$ cat src/rtl/add_sub_cmd_sequencer.sv
// ============================================================================
//  Module  : add_sub_cmd_sequencer
//  Brief   : Command FIFO + issue FSM in front of add_sub_8bit; returns
//            Z/Overflow/Carryout on a valid/ready response port.
//  Revision: 1.0  initial release
// ============================================================================
`default_nettype none

module add_sub_cmd_sequencer #(
  parameter int DEPTH   = 4,
  parameter int ALU_LAT = 1
) (
  input  logic                     clk,
  input  logic                     rst_n,
  input  logic                     cmd_valid,
  output logic                     cmd_ready,
  input  logic [7:0]               cmd_a,
  input  logic [7:0]               cmd_b,
  input  logic                     cmd_sel,
  input  logic                     cmd_addsub,
  output logic [7:0]               alu_a,
  output logic [7:0]               alu_b,
  output logic                     alu_sel,
  output logic                     alu_addsub,
  input  logic [7:0]               alu_z,
  input  logic                     alu_overflow,
  input  logic                     alu_carryout,
  output logic                     rsp_valid,
  input  logic                     rsp_ready,
  output logic [7:0]               rsp_z,
  output logic                     rsp_overflow,
  output logic                     rsp_carry,
  output logic [$clog2(DEPTH):0]   fifo_count,
  output logic                     busy
);

  localparam int c_AW = $clog2(DEPTH);
  localparam int c_CW = c_AW + 1;
  localparam int c_LW = (ALU_LAT > 1) ? $clog2(ALU_LAT + 1) : 1;

  localparam logic [c_AW-1:0] c_PTR_ONE = 1;
  localparam logic [c_CW-1:0] c_CNT_ONE = 1;
  localparam logic [c_CW-1:0] c_FULL    = c_CW'(DEPTH);
  localparam logic [c_LW-1:0] c_LAT     = c_LW'(ALU_LAT);
  localparam logic [c_LW-1:0] c_LAT_ONE = 1;

  localparam logic [1:0] c_IDLE = 2'd0;
  localparam logic [1:0] c_WAIT = 2'd1;
  localparam logic [1:0] c_HOLD = 2'd2;

  logic [17:0]     r_mem [DEPTH];
  logic [c_AW-1:0] r_wr_ptr;
  logic [c_AW-1:0] r_rd_ptr;
  logic [c_CW-1:0] r_count;
  logic [1:0]      r_state;
  logic [c_LW-1:0] r_wcnt;

  logic            w_empty;
  logic            w_full;
  logic            w_push;
  logic            w_pop;
  logic [17:0]     w_head;

  assign w_empty    = (r_count == '0);
  assign w_full     = (r_count == c_FULL);
  assign cmd_ready  = !w_full;
  assign w_push     = cmd_valid && !w_full;
  assign w_head     = r_mem[r_rd_ptr];
  assign fifo_count = r_count;
  assign busy       = (r_state != c_IDLE);

  // Pop only when the FSM is about to issue; one op in flight at a time.
  assign w_pop = !w_empty &&
                 ((r_state == c_IDLE) || ((r_state == c_HOLD) && rsp_ready));

  always_ff @(posedge clk) begin
    if (w_push) begin
      r_mem[r_wr_ptr] <= {cmd_a, cmd_b, cmd_sel, cmd_addsub};
    end
  end

  always_ff @(posedge clk or negedge rst_n) begin
    if (!rst_n) begin
      r_wr_ptr <= '0;
      r_rd_ptr <= '0;
      r_count  <= '0;
    end else begin
      if (w_push) r_wr_ptr <= r_wr_ptr + c_PTR_ONE;
      if (w_pop)  r_rd_ptr <= r_rd_ptr + c_PTR_ONE;
      case ({w_push, w_pop})
        2'b10:   r_count <= r_count + c_CNT_ONE;
        2'b01:   r_count <= r_count - c_CNT_ONE;
        default: r_count <= r_count;
      endcase
    end
  end

  always_ff @(posedge clk or negedge rst_n) begin
    if (!rst_n) begin
      r_state      <= c_IDLE;
      r_wcnt       <= '0;
      alu_a        <= 8'd0;
      alu_b        <= 8'd0;
      alu_sel      <= 1'b1;
      alu_addsub   <= 1'b0;
      rsp_valid    <= 1'b0;
      rsp_z        <= 8'd0;
      rsp_overflow <= 1'b0;
      rsp_carry    <= 1'b0;
    end else begin
      // HOLD op (Z + 0) unless an issue overrides it below.
      alu_a      <= 8'd0;
      alu_b      <= 8'd0;
      alu_sel    <= 1'b1;
      alu_addsub <= 1'b0;

      if (w_pop) begin
        {alu_a, alu_b, alu_sel, alu_addsub} <= w_head;
        r_wcnt <= c_LAT;
      end

      case (r_state)
        c_IDLE: begin
          if (w_pop) r_state <= c_WAIT;
        end
        c_WAIT: begin
          // Sampled before the ALU absorbs the HOLD op, so its flags never leak.
          if (r_wcnt == '0) begin
            rsp_z        <= alu_z;
            rsp_overflow <= alu_overflow;
            rsp_carry    <= alu_carryout;
            rsp_valid    <= 1'b1;
            r_state      <= c_HOLD;
          end else begin
            r_wcnt <= r_wcnt - c_LAT_ONE;
          end
        end
        c_HOLD: begin
          if (rsp_ready) begin
            rsp_valid <= 1'b0;
            r_state   <= w_pop ? c_WAIT : c_IDLE;
          end
        end
        default: r_state <= c_IDLE;
      endcase
    end
  end

endmodule

`default_nettype wire

$ cat config.mk
export PLATFORM = sky130hd
export DESIGN_NAME = add_sub_cmd_sequencer
export DESIGN_NICKNAME = d
export VERILOG_FILES = /design/src/rtl/add_sub_cmd_sequencer.sv
export SDC_FILE = /design/constraint.sdc
export NUM_CORES = 1
export LEC_CHECK = 0
export ABC_AREA = 1
export CAP_MARGIN = 20
export CORE_UTILIZATION = 58
export CTS_CLUSTER_DIAMETER = 60
export CTS_CLUSTER_SIZE = 40
export DETAILED_ROUTE_END_ITERATION = 8
export PLACE_DENSITY = 0.89
export SYNTH_ARGS = -nofsm -noshare
export SYNTH_HDL_FRONTEND = slang
export SYNTH_SLANG_ARGS = --single-unit
$ cat constraint.sdc
create_clock -name clk -period 4.78 [get_ports clk]
set_input_delay 1.195 -clock clk [delete_from_list [all_inputs] [get_ports clk]]
set_output_delay 1.195 -clock clk [all_outputs]
set_load 0.01 [all_outputs]
==> results_dict.tcl <==
set metrics [dict create \
    status "finished, final reports clean" \
    tns_ns 0 \
    leakage_nw 2.47 \
    clk-insertion-delay-late_ns 0.37 \
    routedWlPerCell_um 14.7 \
    drcViolationCount 0 \
    cp_max_fo 4 \
    cts_hold_buffers 0 \
    critPathLaunchType "flip-flop" \
    power_density_nw_per_um2 577 \
    slew_headroom_pct 40.1 \
    r2r-end "fifo_count[2]" \
    die_h_um 90.6 \
    synthXorXnorAreaFrac_pct 0.192 \
    ctsResizeCount 0 \
    synthToLayoutAreaGrowth_pct 19.3 \
    syn-cell-area_sq_um 4560 \
    hold_start "rsp_z[4]" \
    postRouteAntennaNets 0 \
    seq_area_frac_synth_pct 68.9 \
    peakVddDrop_uv 227 \
    instances_no_fill 594 \
    dp_cells 578 \
    globalplace.congestion 0.749 \
    syn_avg_cell_area_sq_um 10.7 \
    via_per_inst 5.14 \
    yosys.area_share.simple_pct 16.6 \
    synth_nets 463 \
    hold_depth 2 \
    rows 31 \
    worst_pin_slew_ns 0.899 \
    antenna_found_initial 0 \
    drtPass1Iterations 4 \
    synth_compound_area_share_pct 2.83 \
    reg2reg_depth 10 \
    use_met1_pct 27.9 \
    synth_cells 425 \
    ys_types 23 \
    final_hold_viol_count 0 \
    clockRootBuffer "clkbuf_8" \
    hold_end "rsp_z[4]" \
    dpl.hpwl_mm 5.37 \
    postSynth.asyncResetShare_pct 35.1 \
    yosys.area_share.adder_pct 1.81 \
    critical_path.endpoint_type "output pin" \
    cts.sinks 111 \
    ioPinCount 66 \
    synth_edf_count 72 \
    drive_above_1_share_pct 5.66 \
    die_w_um 90.6 \
    grt-ovfl-total 0 \
    crit_required_ns 3.59 \
    period_minus_slack_ns 2.80 \
    synth_mux_area_share_pct 0 \
    numCtsBuffers 9 \
    ys_ff_latch 111 \
    final_max_slew_viol_count 0 \
    fin_crit_sh_pct 58.7 \
    grt_pass1_wl_mm 14.4 \
    drv_cap 0 \
    grt_max_degree 40 \
    synthMostInstantiatedCell "nand2_1" \
    ys_top_cells_by_count "nand2_1, inv_1, edfxtp_1" \
    synth_top_family_by_area "simple AND/OR/NAND/NOR gates" \
    clk_pin_slew_ns 0.11 \
    grt-busiest-layer "met2" \
    numPortBuffers 65 \
    vias 3056 \
    dieArea_sq_um 8210 \
    fin_nets 528 \
    cpMaxStageDelayCell "clkdlybuf4s50_1" \
    use_met3_pct 6.14 \
    htree_num_levels 3 \
    cts_tree "done" \
    worstReg2RegStart "fifo_count[0]" \
    worstPathArrival_ns 1.61 \
    synth_area_leaders "edfxtp_1, dfrtp_1, nand2_1" \
    start_util_pct 61.5 \
    grt_pass1_vias 3078 \
    setup_violations 0 \
    cp_cell_sequence "inv_1, nand2_1, clkdlybuf4s50_1" \
    fmax_ghz 0.357 \
    synth_top_area_share_pct 47.5 \
    grtUsageMet2_pct 38.6 \
    yosysTopAreaCell "edfxtp_1" \
    hp-class "flip-flop to flip-flop" \
    yosysWarnings 0 \
    cts_setup_buffers 0 \
    synth_flop_cell "edfxtp_1" \
    crit_type "flip-flop to output pin" \
    r2r_slack_ns 2.83 \
    first_iter_violations 222 \
    grt_setup_unrepaired "false" \
    hold_slack_ns 0.487 \
    core_sq_um 7410 \
    wl_mm 8.74 \
    slowest_delay_ns 0.53 \
    diodes 0 \
    cts_buffer_depth 2 \
    grt.total_usage_pct 23.2 \
    fin_skew_ns 0.0127 \
]
## where the power goes
| part | internal, mW | switching, mW |
|---|---|---|
| registers | 1.30 | 0.133 |
| clock network | 0.195 | 0.317 |
| logic | 0.470 | 0.717 |
| total | 1.96 | 1.17 |
## worst max-delay path by stage
stage	startpoint	end
after CTS	r_state[1]	busy
after detailed placement	rsp_ready	fifo_count[2]
after global routing	r_state[1]	busy
after floorplan	cmd_valid	r_mem[0][0]
final	r_state[1]	busy
after global placement	rsp_ready	fifo_count[2]
## final cells by class
type	instances	area, sq um
Fill cell	477	1980
Clock inverter	7	56.3
Timing Repair Buffer	70	683
Multi-Input combinational cell	210	976
Clock buffer	9	124
Tap cell	99	124
Inverter	88	330
Sequential cell	111	3140
## per-stage QoR
step                power (mW)  worst slack, ns  utilization, %  instance area [sq um]
finish                    3.13             1.98            73.3                   5430
global route              3.34             1.88            73.3                   5430
CTS                       3.14             1.97            73.3                   5430
detailed placement        2.64             1.81            70.9                   5250
global placement          2.57             1.85            70.9                   5250
floorplan                 2.20             2.26               -                   4560
## kinds of logic after synthesis
group | Yosys count
simple gates | 180
flops | 111
buf+inv | 104
compound gates | 23
fa+ha+maj | 6
xor+xnor | 1
## critical path, delay by kind of cell, from the launching register on
kind / cells / cell delay [ns]
DFF: 1 / 0.50
buffers and inverters: 2 / 0.65
and+or+nand+nor: 1 / 0.09
## per-layer routing
layer,up-vias,routed length [um]
met4,0,181
met2,125,4430
li1,1465,-
met5,-,0
met1,1451,3470
met3,15,654
## cells in the final DEF, fill, tap and decap left out, types with 2 or more instances in the layout
| cell type | synthesis | layout |
|---|---|---|
| o21ai_0 | 4 | 4 |
| clkdlybuf4s50_1 | 0 | 64 |
| ha_1 | 5 | 5 |
| buf_4 | 5 | 5 |
| nand3_1 | 53 | 53 |
| edfxtp_1 | 72 | 72 |
| clkinvlp_4 | 0 | 2 |
| nand2_1 | 118 | 118 |
| clkbuf_8 | 0 | 9 |
| clkinv_4 | 0 | 2 |
| dfrtp_1 | 38 | 38 |
| nor2_1 | 5 | 5 |
| inv_1 | 85 | 85 |
| inv_2 | 3 | 3 |
| a21oi_1 | 17 | 17 |
## registers in the layout, summed over array words and instances (netlist names)
register / cells
r_mem: 72
alu_a: 8
alu_b: 8
rsp_z: 8
fifo_count: 3
r_rd_ptr: 2
r_state: 2
r_wr_ptr: 2
alu_addsub: 1
alu_sel: 1
r_wcnt: 1
rsp_carry: 1
rsp_overflow: 1
rsp_valid: 1
No activity file was read; power rests on OpenSTA's default activity.
==> patch (same settings) <==
Set the parameter `DEPTH` to 8 (it was 4).
--- a/src/rtl/add_sub_cmd_sequencer.sv
+++ b/src/rtl/add_sub_cmd_sequencer.sv
@@ -8,5 +8,5 @@
 
 module add_sub_cmd_sequencer #(
-  parameter int DEPTH   = 4,
+  parameter int DEPTH   = 8,
   parameter int ALU_LAT = 1
 ) (
Interface: changed (resized fifo_count); port bits go from 66 to 67. No check against the original RTL was run, so the function may have changed too.
==> patch against the original RTL <==
  * Non-clock buffer count is 9 higher
  * Design area rose by 65%
  * Clock power grew to 2.8 times the old value
  * Combinational power rose by 63%
  * Power increased by 82%
  * Hold slack better by 23 ps
  * Sequential cell count up 75
  * Utilization down 2.7 points
  * Global-route usage rose by 3.2 points
  * Maximum frequency shrank 10%
  * Wire length increased by 89%
  * Synthesized area rose by 66%
  * Setup slack got worse by 320 ps
  * Critical path type is now input pin to flop
  * Critical endpoint is now fifo_count[2]
  * Highest routed layer unchanged
==> patch: results (changes against the original RTL) <==
Clocking
  • Clock root cell: clkbuf_16
  • TritonCTS Buffers: 17 (+8)
  • H-tree Lvls: 4 (+1)

Cells and area
  • Inverters: 52 (-41%)
  • Nets: 739 (+40%)
  • Share of cell area taken by multi-input logic gates: 0.1982 (+0.01857)
  • FF+latch area: 0.005378 mm2 (+71%)
  • Max FFs per register: 144 (+100%)
  • Final std cells w/o fill: 887 (+49%)

Synthesis
  • Post-synth EDFFs: 144 (+100%)
  • Post-synthesis mux area share: 0.01884 (+0.01884)
  • Xor and xnor area share after synthesis: 0.006941 (+0.005018)
  • Asr flop ratio synth: 0.2258 (-0.1255)
  • Gate count after technology mapping: 632 (+49%)
  • Sequential fraction of the synthesis area: 0.7101 (+0.02103)
  • Top post-synthesis cells by area: edfxtp_1 (57%), dfrtp_1 (14%), nand2_1 (8.5%), nand3_1 (3.0%), a21oi_1 (2.4%)
  • Distinct cell type count after synthesis: 30 (+30%)

Setup path
  • Critical R2R Capture: alu_b[2]
  • R2R cell count: 3 (-7)
  • Crit start category: input pin
  • Launch point of the worst path: rsp_ready
  • CP peak stage delay: 500 ps (-30 ps)

GRT
  • Total track usage: 0.2641 (+0.03248)
  • Vias in the first global route: 5082 (+65%)
  • First-pass GRT wire length: 25.30 mm (+75%)
  • Met2 GRT Util: 0.4469 (+0.06058)

Placement
  • Routability cong.: 0.7987 (+6.6%)
  • Total placed cells including tap cells: 854 (+48%)
  • I/O Buffers: 66 (+1.5%)

Drt
  • Routed WL: 16.49 mm (+89%)
  • Wire length on met2: 8.376 mm (+89%)
  • Iteration-0 DRC Markers: 464 (+110%)
  • Drt first pass iters: 7 (+3)

Pwr
  • Internal Power: 3.703 mW (+88%)
  • Leakage: 3.553 nW (+44%)

Outcome
  • Outcome: complete, no violations

Worst hold path
  • Min-Delay Endpoint: rsp_z[3]
[patch: cell count changes after synthesis, sizes merged, moves of 11 or more]
cell    change
inv        -37
nor2       +41
edfxtp     +72
a21oi      +18
nor3       +17
nand2      +54
o21ai      +19
buf        +11
[patch: metrics by stage]
| step | setup slack [ps] | instance area, um2 | util | total power, mW | hold slack, ps |
|---|---|---|---|---|---|
| after floorplan | 2047 | 7571 | - | 3.627 | 462.9 |
| after global placement | 1428 | 8317 | 0.6564 | 4.097 | 477.5 |
| after detailed placement | 1216 | 8317 | 0.6564 | 4.233 | 491.4 |
| after CTS | 1688 | 8925 | 0.7044 | 5.690 | 512.3 |
| after global routing | 1497 | 8945 | 0.7059 | 5.986 | 524.6 |
| final | 1654 | 8945 | 0.7059 | 5.696 | 509.4 |
